File: src/rtl/matrix_loader_if.sv
// Beat stream in, assembled matrices and systolic-array handshake out.
// The loader sits on the slave side; whatever feeds it uses master.
interface matrix_loader_if;
    logic [7:0]            i_data;
    logic                  i_dataValid;
    logic                  o_dataReady;
    logic                  i_dataLast;
    logic [3:0][3:0][7:0]  o_a;
    logic [3:0][3:0][7:0]  o_b;
    logic                  o_validInput;
    logic                  i_validResult;
    logic                  o_busy;
    logic                  o_error;
    logic                  i_clearError;

    modport slave (
        input  i_data, i_dataValid, i_dataLast, i_validResult, i_clearError,
        output o_dataReady, o_a, o_b, o_validInput, o_busy, o_error
    );

    modport master (
        output i_data, i_dataValid, i_dataLast, i_validResult, i_clearError,
        input  o_dataReady, o_a, o_b, o_validInput, o_busy, o_error
    );
endinterface

File: src/rtl/matrix_loader.sv
// Collects 32 byte beats into two 4x4 matrices (A then B, row-major), launches
// the systolic array with a one-cycle pulse and waits, bounded, for its result.
module matrix_loader #(
    parameter int RESULT_TIMEOUT = 32
) (
    input  logic            i_clk,
    input  logic            i_arst_n,
    matrix_loader_if.slave  bus
);

    typedef enum logic [1:0] {LOAD, FIRE, WAIT} state_t;

    state_t               state;
    logic [4:0]           beat_k;
    logic [7:0]           wait_cnt;
    logic                 ready_q;
    logic                 fire_q;
    logic                 error_q;
    logic [3:0][3:0][7:0] mat_a;
    logic [3:0][3:0][7:0] mat_b;

    logic xfer;
    logic last_early;
    logic last_missing;
    logic timeout_hit;

    always_comb begin
        xfer         = bus.i_dataValid && ready_q;
        last_early   = xfer && bus.i_dataLast && (beat_k != 5'd31);
        last_missing = xfer && !bus.i_dataLast && (beat_k == 5'd31);
        // A result in the timeout cycle takes priority over the timeout.
        timeout_hit  = (state == WAIT) && !bus.i_validResult
                       && (wait_cnt == 8'(RESULT_TIMEOUT - 1));
    end

    always_ff @(posedge i_clk or negedge i_arst_n) begin
        if (!i_arst_n) begin
            state    <= LOAD;
            beat_k   <= 5'd0;
            wait_cnt <= 8'd0;
            ready_q  <= 1'b0;
            fire_q   <= 1'b0;
            error_q  <= 1'b0;
            mat_a    <= '0;
            mat_b    <= '0;
        end else begin
            fire_q <= 1'b0;
            case (state)
                LOAD: begin
                    ready_q <= 1'b1;
                    if (xfer) begin
                        if (last_early || last_missing) begin
                            beat_k <= 5'd0;
                        end else begin
                            if (beat_k[4])
                                mat_b[beat_k[3:2]][beat_k[1:0]] <= bus.i_data;
                            else
                                mat_a[beat_k[3:2]][beat_k[1:0]] <= bus.i_data;
                            if (beat_k == 5'd31) begin
                                state   <= FIRE;
                                ready_q <= 1'b0;
                                fire_q  <= 1'b1;
                                beat_k  <= 5'd0;
                            end else begin
                                beat_k <= beat_k + 5'd1;
                            end
                        end
                    end
                end
                FIRE: begin
                    state    <= WAIT;
                    wait_cnt <= 8'd0;
                end
                WAIT: begin
                    if (bus.i_validResult || timeout_hit) begin
                        state    <= LOAD;
                        ready_q  <= 1'b1;
                        wait_cnt <= 8'd0;
                    end else begin
                        wait_cnt <= wait_cnt + 8'd1;
                    end
                end
                default: begin
                    state   <= LOAD;
                    ready_q <= 1'b1;
                end
            endcase
            // Set beats clear when both happen on the same edge.
            if (last_early || last_missing || timeout_hit)
                error_q <= 1'b1;
            else if (bus.i_clearError)
                error_q <= 1'b0;
        end
    end

    assign bus.o_dataReady  = ready_q;
    assign bus.o_validInput = fire_q;
    assign bus.o_error      = error_q;
    assign bus.o_busy       = (state == FIRE) || (state == WAIT);
    assign bus.o_a          = mat_a;
    assign bus.o_b          = mat_b;

endmodule

File: src/flat_wrapper.sv
// flat-port wrapper written by rule: the top's interface ports become plain ports
module matrix_loader_flat 
#(
    parameter int RESULT_TIMEOUT = 32
)
  (i_clk, i_arst_n, bus_i_data, bus_i_dataValid, bus_i_dataLast, bus_i_validResult, bus_i_clearError, bus_o_dataReady, bus_o_a, bus_o_b, bus_o_validInput, bus_o_busy, bus_o_error);
  matrix_loader_if bus_i ();
  input  logic i_clk;
  input  logic i_arst_n;
  input wire logic [$bits(bus_i.i_data)-1:0] bus_i_data;
  input wire logic [$bits(bus_i.i_dataValid)-1:0] bus_i_dataValid;
  input wire logic [$bits(bus_i.i_dataLast)-1:0] bus_i_dataLast;
  input wire logic [$bits(bus_i.i_validResult)-1:0] bus_i_validResult;
  input wire logic [$bits(bus_i.i_clearError)-1:0] bus_i_clearError;
  output wire logic [$bits(bus_i.o_dataReady)-1:0] bus_o_dataReady;
  output wire logic [$bits(bus_i.o_a)-1:0] bus_o_a;
  output wire logic [$bits(bus_i.o_b)-1:0] bus_o_b;
  output wire logic [$bits(bus_i.o_validInput)-1:0] bus_o_validInput;
  output wire logic [$bits(bus_i.o_busy)-1:0] bus_o_busy;
  output wire logic [$bits(bus_i.o_error)-1:0] bus_o_error;
  assign bus_i.i_data = bus_i_data;
  assign bus_i.i_dataValid = bus_i_dataValid;
  assign bus_i.i_dataLast = bus_i_dataLast;
  assign bus_i.i_validResult = bus_i_validResult;
  assign bus_i.i_clearError = bus_i_clearError;
  assign bus_o_dataReady = bus_i.o_dataReady;
  assign bus_o_a = bus_i.o_a;
  assign bus_o_b = bus_i.o_b;
  assign bus_o_validInput = bus_i.o_validInput;
  assign bus_o_busy = bus_i.o_busy;
  assign bus_o_error = bus_i.o_error;
  matrix_loader #(.RESULT_TIMEOUT(RESULT_TIMEOUT)) u_core (.i_clk(i_clk), .i_arst_n(i_arst_n), .bus(bus_i));
endmodule
File: config.mk
export PLATFORM = sky130hd
export DESIGN_NAME = matrix_loader_flat
export DESIGN_NICKNAME = d
export VERILOG_FILES = /design/src/rtl/matrix_loader_if.sv /design/src/rtl/matrix_loader.sv /design/src/flat_wrapper.sv
export SDC_FILE = /design/constraint.sdc
export NUM_CORES = 1
export LEC_CHECK = 0
export CORE_MARGIN = 2
export CORE_UTILIZATION = 35
export DETAILED_ROUTE_END_ITERATION = 8
export DONT_BUFFER_PORTS = 1
export PLACE_DENSITY = 0.48
export SYNTH_ARGS = -nofsm -noshare
export SYNTH_HDL_FRONTEND = slang
export SYNTH_SLANG_ARGS = --single-unit
File: constraint.sdc
create_clock -name i_clk -period 2.6 [get_ports i_clk]
set_input_delay 0.52 -clock i_clk [delete_from_list [all_inputs] [get_ports i_clk]]
set_output_delay 0.52 -clock i_clk [all_outputs]
set_load 0.1 [all_outputs]
==> metrics <==
worst reg2reg startpoint=u_core.beat_k[1]; TritonRoute pass-1 iters=4; post-CTS setup buffer count=0; commonest cells after routing, fill and taps aside=dfrtp_1 (274), mux2_2 (202), mux2_4 (56), clkbuf_16 (31), nand3_4 (19); initial antenna violation count=0; pre-CTS WS=0.208 ns; Synth area leaders=dfrtp_1 (61%), mux2_2 (20%), mux2_4 (7.5%); largest net degree at the start of global routing=275; H-tree depth=1; gpl congestion=0.743; Layout Skew=0.0152 ns; WHS=-0.328 ns; root buf cell=clkbuf_16; Clock transition at path regs=0.06 ns; Final Critical Period=2.39 ns; Tightest Hold Check Type=primary input to asynchronous set/reset pin; Yosys reg bits=274; DIE HEIGHT=183 um; CTS resizes=0; sequential cell fraction of total power=0.605; Power Dens Cells=931 nW/um^2; Netlist Area Pre-Place=11200 um^2; Worst EP arrival=2.82 ns; reg2reg end=u_core.bus.o_b[75]; Yosys top cell area share=0.610; main combinational cell family by area after synthesis=multiplexers; antenna diode count=0; Final ANT Viol Nets=0; RSZ-0062 raised after global routing=no; switching power=4.48 mW; post-synthesis simple-gate area fraction=0.0641; Initial Util=0.356; share of cells above drive strength 1=0.494; XOR/XNOR Fraction of Synth Area=0.00145; YS warnings=0; fin crit share=0.919; CTS Sinks=274; setup slack after layout=0.210 ns; Avg Cell Area, Syn=16.3 um^2; commonest non-fill, non-tap cell in the layout=dfrtp_1; setup tns final=0 ns; Rows=65; Worst-Margin Slew=0.974 ns; die area=33600 um^2; Final Core Density=0.402; FF-to-FF path depth=8; Post-synth ARST share=1.00; global route total overflow=0; Routed Wire Length=28300 um; leading area contributor after synthesis=dfrtp_1; synth unique cells=39; post-synthesis compound-gate area fraction=0.0124; internal power component=7.32 mW; EDFF count, synth=0; clk_lat worst skew=0.55 ns; crit path max fanout=16; status=finished with violations; Vias=5814; Slew headroom=0.351; LEAKAGE=6.32 nW; endpoints failing setup=0; CP required=3.03 ns; sw frac=0.379; layout net count=728; ys flop type=dfrtp_1; GRT Util Overall=0.167; register area share after synthesis=0.610; vias in the first global route=6244; Num CTS Buffers=30; placed insts=1073; Post-Synthesis Cells=690; Crit. End Element=flip-flop; Layout area overhead=12.7%; I/O pins=274; mux share of post-synthesis cell area=0.279; post-synthesis adder-cell area fraction=0.0122; total power=11.8 mW; pins over their slew limit=0; post-synthesis net count=715; final hold vios=274; die width=183 um; Core ar.=31600 um^2; first-pass GRT wire length=42500 um; clock share of power=0.348; FF-to-FF setup slack=0.21 ns; failing checks=hold timing; HPWL after detailed placement=18600 um; Non-Filler Instances=1125; FMAX=0.418 GHz; starting DRC count in detailed routing=230; Remaining DRCs=0; Max clock buf depth=3; wire per inst=25.1 um; Worst Path Class, Setup=flip-flop to flip-flop; Startpoint Class=flip-flop; Buffers on Ports=0; TritonCTS clock tree=yes; via-per-instance ratio=5.17; max_cap viols=0; worst vdd ir=0.583 mV; combinational share of power=0.046
[synth_stat cells, drive strengths merged, types with 2 or more instances]
| cell | number |
|---|---|
| nand2 | 10 |
| nor2 | 2 |
| mux2i | 2 |
| buf | 10 |
| nor3b | 2 |
| o31ai | 2 |
| o21ai | 10 |
| inv | 9 |
| nand2b | 5 |
| o311ai | 2 |
| nor3 | 4 |
| and3 | 2 |
| nand4 | 2 |
| a22o | 2 |
| ha | 11 |
| nand3 | 41 |
| nor2b | 5 |
| clkbuf | 28 |
| mux2 | 258 |
| dfrtp | 274 |
[logic make-up (layout without fill, tap and decap cells)]
group,after synthesis,in the layout
AND/OR/NAND/NOR,76,76
XOR/XNOR,1,1
multiplexers,260,260
AO/OA/AOI/OAI,21,21
flip-flops,274,274
adder cells (fa/ha/maj),11,11
buffers and inverters,47,80
[worst max-delay path, stage by stage (launching register included)]
cell and delay [ns]:
dfrtp_1 0.43, ha_1 0.22, and3_1 0.22, ha_4 0.19
xnor2_2 0.14, nor3b_4 0.23, buf_12 0.23, nand3_2 0.25
mux2_2 0.36
[how the worst max path moves through the flow]
stage	start	to	slack, ns
2_1_floorplan	u_core.beat_k[0]	u_core.bus.o_b[16]	0.03
3_3_place_gp	u_core.beat_k[1]	u_core.bus.o_b[19]	0.24
3_5_place_dp	u_core.beat_k[1]	u_core.bus.o_b[74]	0.21
4_1_cts	u_core.beat_k[1]	u_core.bus.o_b[71]	0.20
5_1_grt	u_core.beat_k[1]	u_core.bus.o_b[11]	0.07
6_report	u_core.beat_k[1]	u_core.bus.o_b[75]	0.21
[layout make-up]
cell class / count / area [um^2]
clock inverter: 5 / 75.1
timing repair buffer: 19 / 155
multi-input combinational: 369 / 4170
clock buffer: 47 / 876
tap: 402 / 503
fill: 2900 / 18900
sequential: 274 / 6860
inverter: 9 / 33.8
[sequential cells by signal, indices dropped and copies added, names as in the netlist]
| name | cells |
|---|---|
| u_core.bus.o_b | 128 |
| u_core.beat_k | 5 |
| u_core.bus.o_dataReady | 1 |
| u_core.wait_cnt | 8 |
| u_core.bus.o_error | 1 |
| u_core.state | 2 |
| u_core.bus.o_a | 128 |
| u_core.bus.o_validInput | 1 |
[through the flow]
step | instance area (um^2) | hold slack (ns)
after floorplan | 11300 | 0.224
after global placement | 11700 | 0.235
after detailed placement | 11700 | 0.238
after CTS | 12700 | -0.355
after global routing | 12700 | -0.360
final | 12700 | -0.328
[power by group through the flow]
stage	Sequential [mW]	Clock, mW	Combinational [mW]
floorplan	7.11	0	0.483
global placement	7.22	0	0.541
detailed placement	7.22	0	0.559
CTS	7.15	4.24	0.560
global route	7.17	4.44	0.598
finish	7.14	4.11	0.548
[per-layer routing]
metal / vias to the layer above / routed length (um) / GRT usage
met5: - / 0 / 0
met4: 0 / 484 / 0.0371
li1: 2495 / - / -
met2: 204 / 13700 / 0.279
met1: 3079 / 11400 / 0.203
met3: 36 / 2750 / 0.0669
No activity file was read; power rests on OpenSTA's default activity.
